[src/rtl/xo_format_encoder.sv]
// ============================================================================
// xo_format_encoder
// ----------------------------------------------------------------------------
// Builds POWER ISA 3.0B XO-format (primary opcode 31) instruction words from
// operand fields. The bit placement matches the XO decode stage. Encoded words
// are queued in a small FIFO and presented one per cycle to the decode-side
// consumer. Unsupported extended opcodes are consumed, dropped and counted.
//
// Ports (vectors are big-endian, bit 0 = MSB):
//   clock_i        in   rising-edge clock
//   reset_i        in   synchronous active-high reset
//   enable_i       in   request valid; consumed when enable_i && ready_o
//   xOpCode_i      in   extended opcode (XO)
//   reg1_i         in   RT
//   reg2_i         in   RA
//   reg3_i         in   RB
//   bit1_i         in   OE
//   bit2_i         in   Rc
//   ready_o        out  FIFO not full (state-derived only)
//   instruction_o  out  FIFO head word, zero while the FIFO is empty
//   enable_o       out  FIFO non-empty; instruction_o valid
//   stall_i        in   consumer stall; head popped on enable_o && !stall_i
//   error_o        out  one-cycle pulse after an unsupported XO is consumed
//   errorCount_o   out  saturating count of rejected requests
//   occupancy_o    out  FIFO entry count, 0..fifoDepth
// ============================================================================
module xo_format_encoder #(
    parameter int unsigned opcodeWidth      = 6,
    parameter int unsigned xOpCodeWidth     = 9,
    parameter int unsigned regWidth         = 5,
    parameter int unsigned instructionWidth = 32,
    parameter int unsigned fifoDepth        = 4,
    parameter int unsigned countWidth       = 8
) (
    input  logic                          clock_i,
    input  logic                          reset_i,
    input  logic                          enable_i,
    input  logic [0:xOpCodeWidth-1]       xOpCode_i,
    input  logic [0:regWidth-1]           reg1_i,
    input  logic [0:regWidth-1]           reg2_i,
    input  logic [0:regWidth-1]           reg3_i,
    input  logic                          bit1_i,
    input  logic                          bit2_i,
    output logic                          ready_o,
    output logic [0:instructionWidth-1]   instruction_o,
    output logic                          enable_o,
    input  logic                          stall_i,
    output logic                          error_o,
    output logic [0:countWidth-1]         errorCount_o,
    output logic [0:$clog2(fifoDepth)]    occupancy_o
);

    localparam int unsigned ptrWidth = $clog2(fifoDepth);
    localparam int unsigned occWidth = ptrWidth + 1;

    localparam logic [opcodeWidth-1:0] primaryOpcode = opcodeWidth'(31);
    localparam logic [occWidth-1:0]    fullCount     = occWidth'(fifoDepth);

    // ------------------------------------------------------------------------
    // Request decode and field sanitising
    // ------------------------------------------------------------------------
    logic [xOpCodeWidth-1:0]     xo;
    logic [regWidth-1:0]         rt;
    logic [regWidth-1:0]         ra;
    logic [regWidth-1:0]         rb;
    logic                        oe;
    logic                        rc;
    logic                        supported;
    logic [instructionWidth-1:0] word;

    // Internal copies use descending ranges; assignment keeps the MSB aligned.
    assign xo = xOpCode_i;

    always_comb begin
        case (int'(xo))
            8, 9, 10, 11, 40, 73, 74, 104, 136, 138, 200, 202, 232, 233,
            234, 235, 266, 393, 395, 425, 427, 457, 459, 489, 491:
                supported = 1'b1;
            default:
                supported = 1'b0;
        endcase
    end

    // Reserved fields are forced to zero so the decode stage never sees
    // stray operand bits for forms that do not use them.
    always_comb begin
        rt = reg1_i;
        ra = reg2_i;
        rb = reg3_i;
        oe = bit1_i;
        rc = bit2_i;
        case (int'(xo))
            104, 200, 202, 232, 234: rb = '0;
            9, 11, 73:               oe = 1'b0;
            74: begin
                oe = 1'b0;
                rc = 1'b0;
            end
            default: ;
        endcase
        // [0:5]=31 [6:10]=RT [11:15]=RA [16:20]=RB [21]=OE [22:30]=XO [31]=Rc
        word = {primaryOpcode, rt, ra, rb, oe, xo, rc};
    end

    // ------------------------------------------------------------------------
    // Output FIFO
    // ------------------------------------------------------------------------
    logic [instructionWidth-1:0] mem [fifoDepth];
    logic [ptrWidth-1:0]         rd_ptr;
    logic [ptrWidth-1:0]         wr_ptr;
    logic [occWidth-1:0]         count;
    logic                        not_empty;
    logic                        accept;
    logic                        push;
    logic                        pop;
    logic                        reject;

    // ready depends only on the registered count, so a pop while full cannot
    // open a push slot in the same cycle and stall_i never reaches ready_o.
    assign ready_o   = (count != fullCount);
    assign not_empty = (count != '0);
    assign accept    = enable_i && ready_o;
    assign push      = accept && supported;
    assign reject    = accept && !supported;
    assign pop       = not_empty && !stall_i;

    always_ff @(posedge clock_i) begin
        if (push) begin
            mem[wr_ptr] <= word;
        end
    end

    always_ff @(posedge clock_i) begin
        if (reset_i) begin
            rd_ptr <= '0;
            wr_ptr <= '0;
            count  <= '0;
        end else begin
            // Pointers wrap naturally because fifoDepth is a power of two.
            if (push) begin
                wr_ptr <= wr_ptr + ptrWidth'(1);
            end
            if (pop) begin
                rd_ptr <= rd_ptr + ptrWidth'(1);
            end
            case ({push, pop})
                2'b10:   count <= count + occWidth'(1);
                2'b01:   count <= count - occWidth'(1);
                default: ;
            endcase
        end
    end

    // ------------------------------------------------------------------------
    // Reject reporting
    // ------------------------------------------------------------------------
    logic                  err_pulse;
    logic [countWidth-1:0] err_count;

    always_ff @(posedge clock_i) begin
        if (reset_i) begin
            err_pulse <= 1'b0;
            err_count <= '0;
        end else begin
            err_pulse <= reject;
            if (reject && (err_count != '1)) begin
                err_count <= err_count + countWidth'(1);
            end
        end
    end

    // ------------------------------------------------------------------------
    // Outputs
    // ------------------------------------------------------------------------
    assign enable_o      = not_empty;
    assign instruction_o = not_empty ? mem[rd_ptr] : '0;
    assign error_o       = err_pulse;
    assign errorCount_o  = err_count;
    assign occupancy_o   = count;

endmodule

[config.mk]
export PLATFORM = sky130hd
export DESIGN_NAME = xo_format_encoder
export DESIGN_NICKNAME = d
export VERILOG_FILES = /design/src/rtl/xo_format_encoder.sv
export SDC_FILE = /design/constraint.sdc
export NUM_CORES = 1
export LEC_CHECK = 0
export CAP_MARGIN = 30
export CORE_MARGIN = 5
export CORE_UTILIZATION = 55
export CTS_BUF_LIST = sky130_fd_sc_hd__clkbuf_4 sky130_fd_sc_hd__clkbuf_8 sky130_fd_sc_hd__clkbuf_16
export DETAILED_ROUTE_END_ITERATION = 6
export PLACE_DENSITY = 0.92
export SYNTH_ARGS = -nofsm -noshare
export SYNTH_HDL_FRONTEND = slang
export SYNTH_SLANG_ARGS = --single-unit
[constraint.sdc]
create_clock -name clock_i -period 5.1 [get_ports clock_i]
set_input_delay 1.02 -clock clock_i [delete_from_list [all_inputs] [get_ports clock_i]]
set_output_delay 1.02 -clock clock_i [all_outputs]
set_load 0.1 [all_outputs]
==> qor.tcl, run 1 <==
set qor(timing.setup.tns_ns) 0
set qor(clock-skew-final_ns) 0.00692
set qor(critPathKind) {register to output pin}
set qor(start_util_pct) 55.7
set qor(max_slew_headroom_at_the_worst_pin_pct) 32.1
set qor(worst-r2r-cell-count) 10
set qor(initialDrtViolationCount) 284
set qor(synth-simple-area-share_pct) 10.1
set qor(fill_cells) 545
set qor(timing.final.crit_period_ns) 3.82
set qor(measured_slew_at_the_worst_slew_check_pin_ns) 1.01
set qor(synth_mux_area_share_pct) 12.3
set qor(critical_path.max_fanout) 25
set qor(nets) 429
set qor(combinational_family_with_the_most_area_after_synthesis) {multiplexers}
set qor(clock_sinks) 122
set qor(synth_xor_area_share_pct) 1.38
set qor(yosys_warnings) 0
set qor(final_cell_count_no_fill) 516
set qor(rows) 35
set qor(route.detailed.vias_per_inst) 5.68
set qor(clock_tree.root_cell) {sky130_fd_sc_hd__clkbuf_8}
set qor(share_of_the_synthesized_area_in_compound_gates_ao_oa_aoi_oai_pct) 3.07
set qor(slew_violations) 0
set qor(drtPass1Iterations) 4
set qor(place_hpwl_um) 6390
set qor(hold-path-cell-count) 1
set qor(via_count) 2930
set qor(globalRoute.totalOverflow) 0
set qor(yosysSeqAreaShare_pct) 68.4
set qor(count_of_state_elements_after_synthesis) 122
set qor(power.ir.vdd_worst_v) 0.000225
set qor(power_density_mw_per_mm2) 383
set qor(pin_count_of_the_biggest_net_entering_global_routing) 29
set qor(grt_use_total_pct) 20.5
set qor(worst_hold_margin_ns) 0.524
set qor(unrepaired_setup_endpoints_after_global_routing) {false}
set qor(antenna_violations_before_repair) 0
set qor(tritoncts_clock_tree) {built}
set qor(syn-num-nets) 347
set qor(postSynth.topFlopCell) {sky130_fd_sc_hd__edfxtp_1}
set qor(routedWlPerCell_um) 21.2
set qor(cts.clk_slew.worst_paths_ns) 0.05
set qor(gpl.final_weighted_congestion) 0.853
set qor(cts.hold.buffers_added) 0
set qor(leakage_power_nw) 2.11
set qor(fin_crit_sh_pct) 74.9
set qor(synthesis.instances) 310
set qor(total_number_of_h_tree_levels) 4
set qor(cp-end-kind) {output pin}
set qor(status) {finished, final reports clean}
set qor(critPathArrivalTime_ns) 2.80
set qor(async_reset_ff_share_pct) 0
set qor(post_synth_fa_ha_maj_area_fraction_pct) 1.87
set qor(postRouteWirelength_um) 10900
set qor(share_of_layout_cells_above_drive_strength_1_pct) 18.0
set qor(grt_first_pass_wirelength_um) 17000
set qor(distinct_cells_synth) 48
set qor(final-hold-violation-count) 0
set qor(finalSetupViolCount) 0
set qor(die_h_um) 106
set qor(port_buffers) 74
set qor(avgSynthCellArea_sq_um) 16.4
set qor(min-delay-path-class) {register to register}
set qor(syn2layout_area_growth_pct) 27.9
set qor(post-place-cells) 483
set qor(kind_of_launch_point_of_the_worst_setup_path) {register}
set qor(drt.antenna.violating_nets) 0
set qor(die-width_um) 106
set qor(cts_setup_buffers) 0
set qor(layout_commonest_cell) {sky130_fd_sc_hd__edfxtp_1}
set qor(fp.dieArea_sq_mm) 0.0113
set qor(max_clock_freq_mhz) 262
set qor(worstPathRequired_ns) 4.08
set qor(design.core.area_sq_mm) 0.00915
set qor(route.detailed.drc) 0
set qor(pin_count) 76
set qor(antenna_cells) 0
set qor(mostFrequentLayoutCells) {sky130_fd_sc_hd__edfxtp_1 (104), sky130_fd_sc_hd__clkdlybuf4s50_1 (73), sky130_fd_sc_hd__nor2b_1 (32), sky130_fd_sc_hd__mux4_2 (26), sky130_fd_sc_hd__dfxtp_1 (17)}
set qor(cts_repair_resize_count) 0
set qor(first_global_vias) 3009
set qor(synth_edf_count) 104
set qor(cts_buffer_count) 17
set qor(clk_path_buf_depth) 2
set qor(cap_viol_max_count) 0
set qor(clk-insertion-delay-late_ns) 0.50
set qor(syn_area_sq_mm) 0.00509
[power breakdown]
part           internal [mW]  switching (mW)  leakage [nW]  total (mW)
clock network          0.741           0.415         0.274        1.16
registers               1.09         0.00538          1.08        1.09
logic                 0.0736           0.171         0.750       0.245
total                   1.90           0.591          2.11        2.49
[layout make-up]
| cell class | instances | area, sq um | area share (%) |
|---|---|---|---|
| clock inverters | 14 | 155 | 2.38 |
| repair buffers | 81 | 803 | 12.3 |
| clock buffers | 18 | 422 | 6.47 |
| inverters | 11 | 41.3 | 0.634 |
| multi-input cells | 159 | 1470 | 22.6 |
| well taps | 111 | 139 | 2.13 |
| flip-flops and latches | 122 | 3480 | 53.5 |
[metal layers]
metal	track usage, %	up-vias	part of all wire [%]
li1	-	1330	-
met1	24.9	1465	38
met2	36.3	128	54
met3	6.50	7	6.7
met4	4.16	0	0.49
met5	0	-	0
[kinds of logic (layout without fill, tap and decap cells)]
kind of cell / Yosys count / count (layout)
buffers and inverters: 29 / 124
other: 1 / 1
muxes: 30 / 30
AOI/OAI and AO/OA: 23 / 23
and+or+nand+nor: 90 / 90
DFF: 122 / 122
xor gates and xnor gates: 8 / 8
adders and majority gates: 7 / 7
[synth_stat cells (2+ instances only)]
| cell | instances | share of area, % |
|---|---|---|
| sky130_fd_sc_hd__a21oi_1 | 5 | 0.49 |
| sky130_fd_sc_hd__a31oi_1 | 2 | 0.25 |
| sky130_fd_sc_hd__and2_1 | 10 | 1.2 |
| sky130_fd_sc_hd__and3_1 | 2 | 0.25 |
| sky130_fd_sc_hd__buf_2 | 4 | 0.39 |
| sky130_fd_sc_hd__buf_4 | 6 | 0.88 |
| sky130_fd_sc_hd__clkbuf_1 | 6 | 0.44 |
| sky130_fd_sc_hd__dfxtp_1 | 18 | 7.1 |
| sky130_fd_sc_hd__edfxtp_1 | 104 | 61 |
| sky130_fd_sc_hd__ha_1 | 6 | 1.5 |
| sky130_fd_sc_hd__inv_1 | 10 | 0.74 |
| sky130_fd_sc_hd__mux2_2 | 2 | 0.44 |
| sky130_fd_sc_hd__mux2i_1 | 2 | 0.39 |
| sky130_fd_sc_hd__mux4_2 | 26 | 11 |
| sky130_fd_sc_hd__nand2_1 | 7 | 0.52 |
| sky130_fd_sc_hd__nand2b_1 | 4 | 0.49 |
| sky130_fd_sc_hd__nand3_1 | 3 | 0.29 |
| sky130_fd_sc_hd__nand4_1 | 2 | 0.25 |
| sky130_fd_sc_hd__nor2_1 | 16 | 1.2 |
| sky130_fd_sc_hd__nor2b_1 | 32 | 3.9 |
| sky130_fd_sc_hd__nor3_1 | 3 | 0.29 |
| sky130_fd_sc_hd__o21ai_0 | 5 | 0.49 |
| sky130_fd_sc_hd__or3_1 | 4 | 0.49 |
| sky130_fd_sc_hd__xnor2_1 | 5 | 0.86 |
| sky130_fd_sc_hd__xor2_1 | 3 | 0.52 |
[worst max-delay path, cell delays in order, from the launching register on]
cell,delay [ns]
sky130_fd_sc_hd__dfxtp_2,0.36
sky130_fd_sc_hd__buf_12,0.24
sky130_fd_sc_hd__mux4_2,0.57
sky130_fd_sc_hd__nor2b_1,0.15
sky130_fd_sc_hd__clkdlybuf4s50_1,0.97
[sequential cells by signal (all words and copies together) (netlist names), named ones only]
| signal | flops |
|---|---|
| mem | 104 |
| errorCount_o | 8 |
| occupancy_o | 3 |
| rd_ptr | 2 |
| wr_ptr | 2 |
| error_o | 1 |
[through the flow]
stage / util (%) / setup WS [ns] / power (mW) / instance area, sq um
floorplan: - / 1.15 / 1.29 / 5090
global placement: 64.7 / 1.29 / 1.35 / 5920
detailed placement: 64.7 / 1.12 / 1.36 / 5920
CTS: 71.0 / 0.759 / 2.51 / 6500
global route: 71.2 / 1.18 / 2.57 / 6520
finish: 71.2 / 1.28 / 2.49 / 6520
[final timing paths]
kind                   startpoint                 to  slack (ns)
setup / recovery         register  instruction_o[26]        1.28
hold / removal    errorCount_o[1]    errorCount_o[1]        0.52
setup reg to reg   occupancy_o[0]     occupancy_o[0]        2.58
hold reg to reg   errorCount_o[1]    errorCount_o[1]        0.52
No activity file was read; power rests on OpenSTA's default activity.
==> run 2: changes to the inputs <==
CORE_UTILIZATION = 49   (was 55)
PLACE_DENSITY = 0.87   (was 0.92)
clock period = 3.2 ns   (was 5.1 ns; I/O delays follow)
==> qor.tcl, run 2 (synthesis results as in run 1) <==
set qor(whs_endpoint) {occupancy_o[0]}
set qor(clock_sinks) 122
set qor(initialDrtViolationCount) 188
set qor(finalCoreUtilization_pct) 67.9
set qor(measured_slew_at_the_worst_slew_check_pin_ns) 0.667
set qor(routedWlPerCell_um) 18.5
set qor(route.detailed.vias_per_inst) 5.41
set qor(finalSetupViolCount) 0
set qor(worst_hold_margin_ns) 0.516
set qor(critical_path.reg2reg.startpoint) {occupancy_o[1]}
set qor(grt_first_pass_wirelength_um) 17100
set qor(pin_count_of_the_biggest_net_entering_global_routing) 28
set qor(syn2layout_area_growth_pct) 36.4
set qor(clock_tree.root_cell) {sky130_fd_sc_hd__clkbuf_8}
set qor(drtPass1Iterations) 5
set qor(power_after_layout_mw) 4.10
set qor(drt.antenna.violating_nets) 0
set qor(min_from) {occupancy_o[0]}
set qor(start_util_pct) 49.8
set qor(path_cells) {buf_4 -> mux4_2 -> nor2b_1 -> buf_12}
set qor(route.detailed.drc) 0
set qor(cp-end-kind) {output pin}
set qor(critPathArrivalTime_ns) 2.23
set qor(die_h_um) 112
set qor(min-delay-path-class) {register to register}
set qor(final-hold-violation-count) 0
set qor(antenna_cells) 0
set qor(layout_commonest_cell) {sky130_fd_sc_hd__edfxtp_1}
set qor(mostFrequentLayoutCells) {sky130_fd_sc_hd__edfxtp_1 (104), sky130_fd_sc_hd__buf_4 (37), sky130_fd_sc_hd__nor2b_1 (32), sky130_fd_sc_hd__buf_12 (30), sky130_fd_sc_hd__clkdlybuf4s50_1 (29)}
set qor(pin_count) 76
set qor(status) {finished, final reports clean}
set qor(worstPathRequired_ns) 2.56
set qor(die-width_um) 112
set qor(postRouteWirelength_um) 10300
set qor(critPathKind) {register to output pin}
set qor(total_number_of_h_tree_levels) 4
set qor(hold-path-cell-count) 2
set qor(worst-r2r-cell-count) 10
set qor(clk-insertion-delay-late_ns) 0.52
set qor(timing.setup.tns_ns) 0
set qor(port_buffers) 74
set qor(globalRoute.totalOverflow) 0
set qor(power_density_mw_per_mm2) 590
set qor(cts_setup_buffers) 0
set qor(power.ir.vdd_worst_v) 0.000338
set qor(final_cell_count_no_fill) 555
set qor(place_hpwl_um) 6520
set qor(antenna_violations_before_repair) 0
set qor(place_ws_ns) -0.0482
set qor(cap_viol_max_count) 0
set qor(timing.rr.end) {occupancy_o[0]}
set qor(post_dp_cell_area_sq_mm) 0.00634
set qor(multi_input_area_sq_mm) 0.00147
set qor(kind_of_launch_point_of_the_worst_setup_path) {register}
set qor(gpl.final_weighted_congestion) 0.803
set qor(max_slew_headroom_at_the_worst_pin_pct) 55.4
set qor(timing.final.ws_setup_ns) 0.327
set qor(cts_repair_resize_count) 0
set qor(fill_cells) 664
set qor(clk_path_buf_depth) 2
set qor(fin_crit_sh_pct) 89.8
set qor(via_count) 3002
set qor(cts_buffer_count) 17
set qor(first_global_vias) 3171
set qor(critPathMaxStageDelay_ns) 0.61
set qor(share_of_layout_cells_above_drive_strength_1_pct) 32.9
set qor(cts.hold.buffers_added) 0
set qor(cts.clk_slew.worst_paths_ns) 0.06
set qor(setup.reg_to_reg.worst_slack_ns) 0.81
set qor(leakage_power_nw) 2.36
set qor(post-place-cells) 524
set qor(critical_path.slowest_cell) {sky130_fd_sc_hd__mux4_2}
set qor(rows) 37
set qor(unrepaired_setup_endpoints_after_global_routing) {false}
set qor(critical_path.max_fanout) 26
set qor(clock-skew-final_ns) 0.00761
set qor(largest-register) {mem}
set qor(tritoncts_clock_tree) {built}
set qor(nets) 444
set qor(max_clock_freq_mhz) 348
set qor(timing.final.crit_period_ns) 2.87
set qor(largest_register_ff_count) 104
set qor(slew_violations) 0
set qor(register_area_sq_mm) 0.00349
set qor(design.core.area_sq_mm) 0.0102
set qor(finish.instance_area_sq_mm) 0.00695
set qor(grt_use_total_pct) 17.9
set qor(fp.dieArea_sq_mm) 0.0125
[run 2: cell types whose count changed in the layout (fill, tap and decap cells not counted)]
cell                              before  now
sky130_fd_sc_hd__clkdlybuf4s50_1      73   29
sky130_fd_sc_hd__buf_4                 7   37
sky130_fd_sc_hd__buf_12                1   30
sky130_fd_sc_hd__clkinv_1              4    0
sky130_fd_sc_hd__dfxtp_1              17   14
sky130_fd_sc_hd__dfxtp_2               1    4
sky130_fd_sc_hd__inv_6                 0    2
sky130_fd_sc_hd__bufinv_16             3    4
sky130_fd_sc_hd__clkbuf_4              1    0
sky130_fd_sc_hd__clkinv_4              2    3
[run 2: routing by layer]
layer  part of all wire [%]  GRT usage, %  routed length (um)
met2                     52          30.3                5320
met3                    7.7          6.14                 786
met4                    1.4          6.17                 146
met5                      0             0                   0
met1                     39          21.6                4020
[run 2: worst max-delay path by stage]
stage | start | endpoint | slack, ns | depth (start not counted)
global placement | xOpCode_i[1] | occupancy_o[0] | 0.03 | 13
global route | register | instruction_o[23] | 0.19 | 4
finish | register | instruction_o[23] | 0.33 | 4
floorplan | occupancy_o[2] | instruction_o[15] | 0.03 | 3
CTS | register | instruction_o[23] | 0.27 | 4
detailed placement | xOpCode_i[3] | occupancy_o[0] | -0.05 | 14
[run 2: power by group]
part	total [mW]	switching, mW	internal (mW)
Combinational	0.431	0.281	0.150
Sequential	1.74	0.00804	1.73
Clock	1.92	0.662	1.26
Total	4.10	0.951	3.15
[run 2: worst max-delay path, delay by kind of cell (launching register included)]
| kind | cells | cell delay, ns |
|---|---|---|
| AND/OR/NAND/NOR | 1 | 0.18 |
| flip-flops | 1 | 0.31 |
| multiplexers | 1 | 0.61 |
| buffers and inverters | 2 | 0.61 |
[run 2: cell type report]
type,instances,share of cell area [%]
Inverter,11,0.594
Timing Repair Buffer,96,16.8
Tap cell,136,2.45
Multi-Input combinational cell,159,21.2
Clock inverter,14,2.83
Clock buffer,17,5.96
Sequential cell,122,50.2
==> RTL edit (flow settings as in run 2) <==
The output `error_o` loses its register stage (`err_pulse` becomes a continuous assignment).
--- a/src/rtl/xo_format_encoder.sv
+++ b/src/rtl/xo_format_encoder.sv
@@ -161,6 +161,4 @@
         if (reset_i) begin
-            err_pulse <= 1'b0;
             err_count <= '0;
         end else begin
-            err_pulse <= reject;
             if (reject && (err_count != '1)) begin
@@ -170,2 +168,4 @@
     end
+
+    assign err_pulse = reject;
 
Check against the original RTL: not equivalent (a bounded check fails within 4 cycles, from zero or initial values and one cycle with reset_i high).
==> RTL edit against run 2 <==
  * First-iteration DRC count is 2.7% higher
  * Clock power is 4% higher
  * Design area is 0.86% higher
  * Total power is 5.0% higher
  * Die area is 0.27% lower
  * Synthesized area is 0.29% lower
  * Cell count is 0.90% lower
  * Routed wire length is 2.9% higher
  * Sequential cell count is 1 lower
  * Setup slack worse by 0.21 ns
  * Critical endpoint is now error_o
  * Largest power group unchanged
==> RTL edit: results (changes against run 2) <==
[pwr]
ir_worst_vdd_v = 0.000334  ; -1.3%
p_leak_nw = 2.40  ; +1.5%
switchingPower_mw = 1.04  ; +9.5%

[yosys]
yosys.area_share.adder = 0.0187  ; +0.0000552
synth_cell_type_count = 51  ; +6.3%
synth_compound_gate_area_share = 0.0424  ; +0.0117
synth.cells.most_frequent = edfxtp_1, nor2b_1, mux4_2, dfxtp_1, nor2_1
syn_nets = 337  ; -2.9%
synth_sequential_area_ratio = 0.682  ; -0.00192
synth_mux_area_frac = 0.125  ; +0.00184
synthXorXnorAreaFrac = 0.0103  ; -0.00341
synthCells = 300  ; -3.2%
synth.area.top_cells = edfxtp_1, mux4_2, dfxtp_1

[place]
dp_slack_ns = -0.164  ; -0.116 ns
gp_congestion = 0.805  ; +0.22%
hpwl_mm = 6.93  ; +6.2%
placed_cell_area_sq_um = 6390  ; +0.75%
placed_cells = 519  ; -0.95%

[sta]
finClkSkew_ns = 0.00693  ; -0.000678 ns
hold_slack_ns = 0.494  ; -0.0226 ns
worst_pin_slew_ns = 0.655  ; -0.0125 ns
period_share = 0.965  ; +0.0667

[grt]
grt_first_pass_wirelength_mm = 17.0  ; -0.53%
use_met1 = 0.210  ; -0.00617
grt_pass1_vias = 3204  ; +1.0%
use_met3 = 0.0560  ; -0.00543
antenna_found_initial = 0  ; unchanged
grtUsageTotal = 0.178  ; -0.000938

[min_path]
whs_endpoint = errorCount_o[6]$_SDFFE_PP0P_
min-delay-start = errorCount_o[6]$_SDFFE_PP0P_

[worst_setup_path]
ff2ff_setup_slack_ns = 0.65  ; -0.16 ns
cp_data_arrival_time_ns = 2.45  ; +0.22 ns
cp_max_fo = 5  ; -81%
critPathCapture = error_o
cpPeakStageDelay_ns = 0.52  ; -0.09 ns
slowest_stage = or3b_2

[routing]
wl_met1_mm = 4.17  ; +3.9%
drtIter0Drc = 193  ; +2.7%
dr_wl_met2_mm = 5.51  ; +3.6%
vias = 2949  ; -1.8%
wirelength_mm = 10.6  ; +2.9%
wl_met3_um = 666  ; -15%
dr.pass1.iters = 4  ; -1

[finish]
num_antenna_cells = 0  ; unchanged
nFillCells = 653  ; -1.7%
finalNetCount = 439  ; -1.1%
final_cells = 550  ; -0.90%
mostFrequentLayoutCell = edfxtp_1
drive_above_1_share = 0.360  ; +0.0305

[outcome]
status = finished clean

[cts]
clk_latency_ns = 0.51

## RTL edit: cell count changes after synthesis, moves of 3 or more
cell,change
and2_1,-3
and2_2,+4
nand2_1,+3
nand2b_1,-3
o21ai_0,-4
or3_1,-3
## RTL edit: final cells by class
type,instances,area [sq um],area share
sequential,121,3470,0.495
multi-input combinational,152,1490,0.212
timing repair buffer,100,1220,0.175
clock buffer,18,422,0.0601
clock inverter,13,201,0.0287
tap,136,170,0.0243
inverter,10,37.5,0.00535
## RTL edit: power groups by stage
| stage | Sequential [mW] | Combinational, mW | Clock [mW] |
|---|---|---|---|
| after detailed placement | 1.77 | 0.567 | 0 |
| after global placement | 1.77 | 0.557 | 0 |
| after floorplan | 1.79 | 0.342 | 0 |
| after CTS | 1.74 | 0.570 | 2.03 |
| final | 1.74 | 0.565 | 2.00 |
| after global routing | 1.74 | 0.589 | 2.11 |
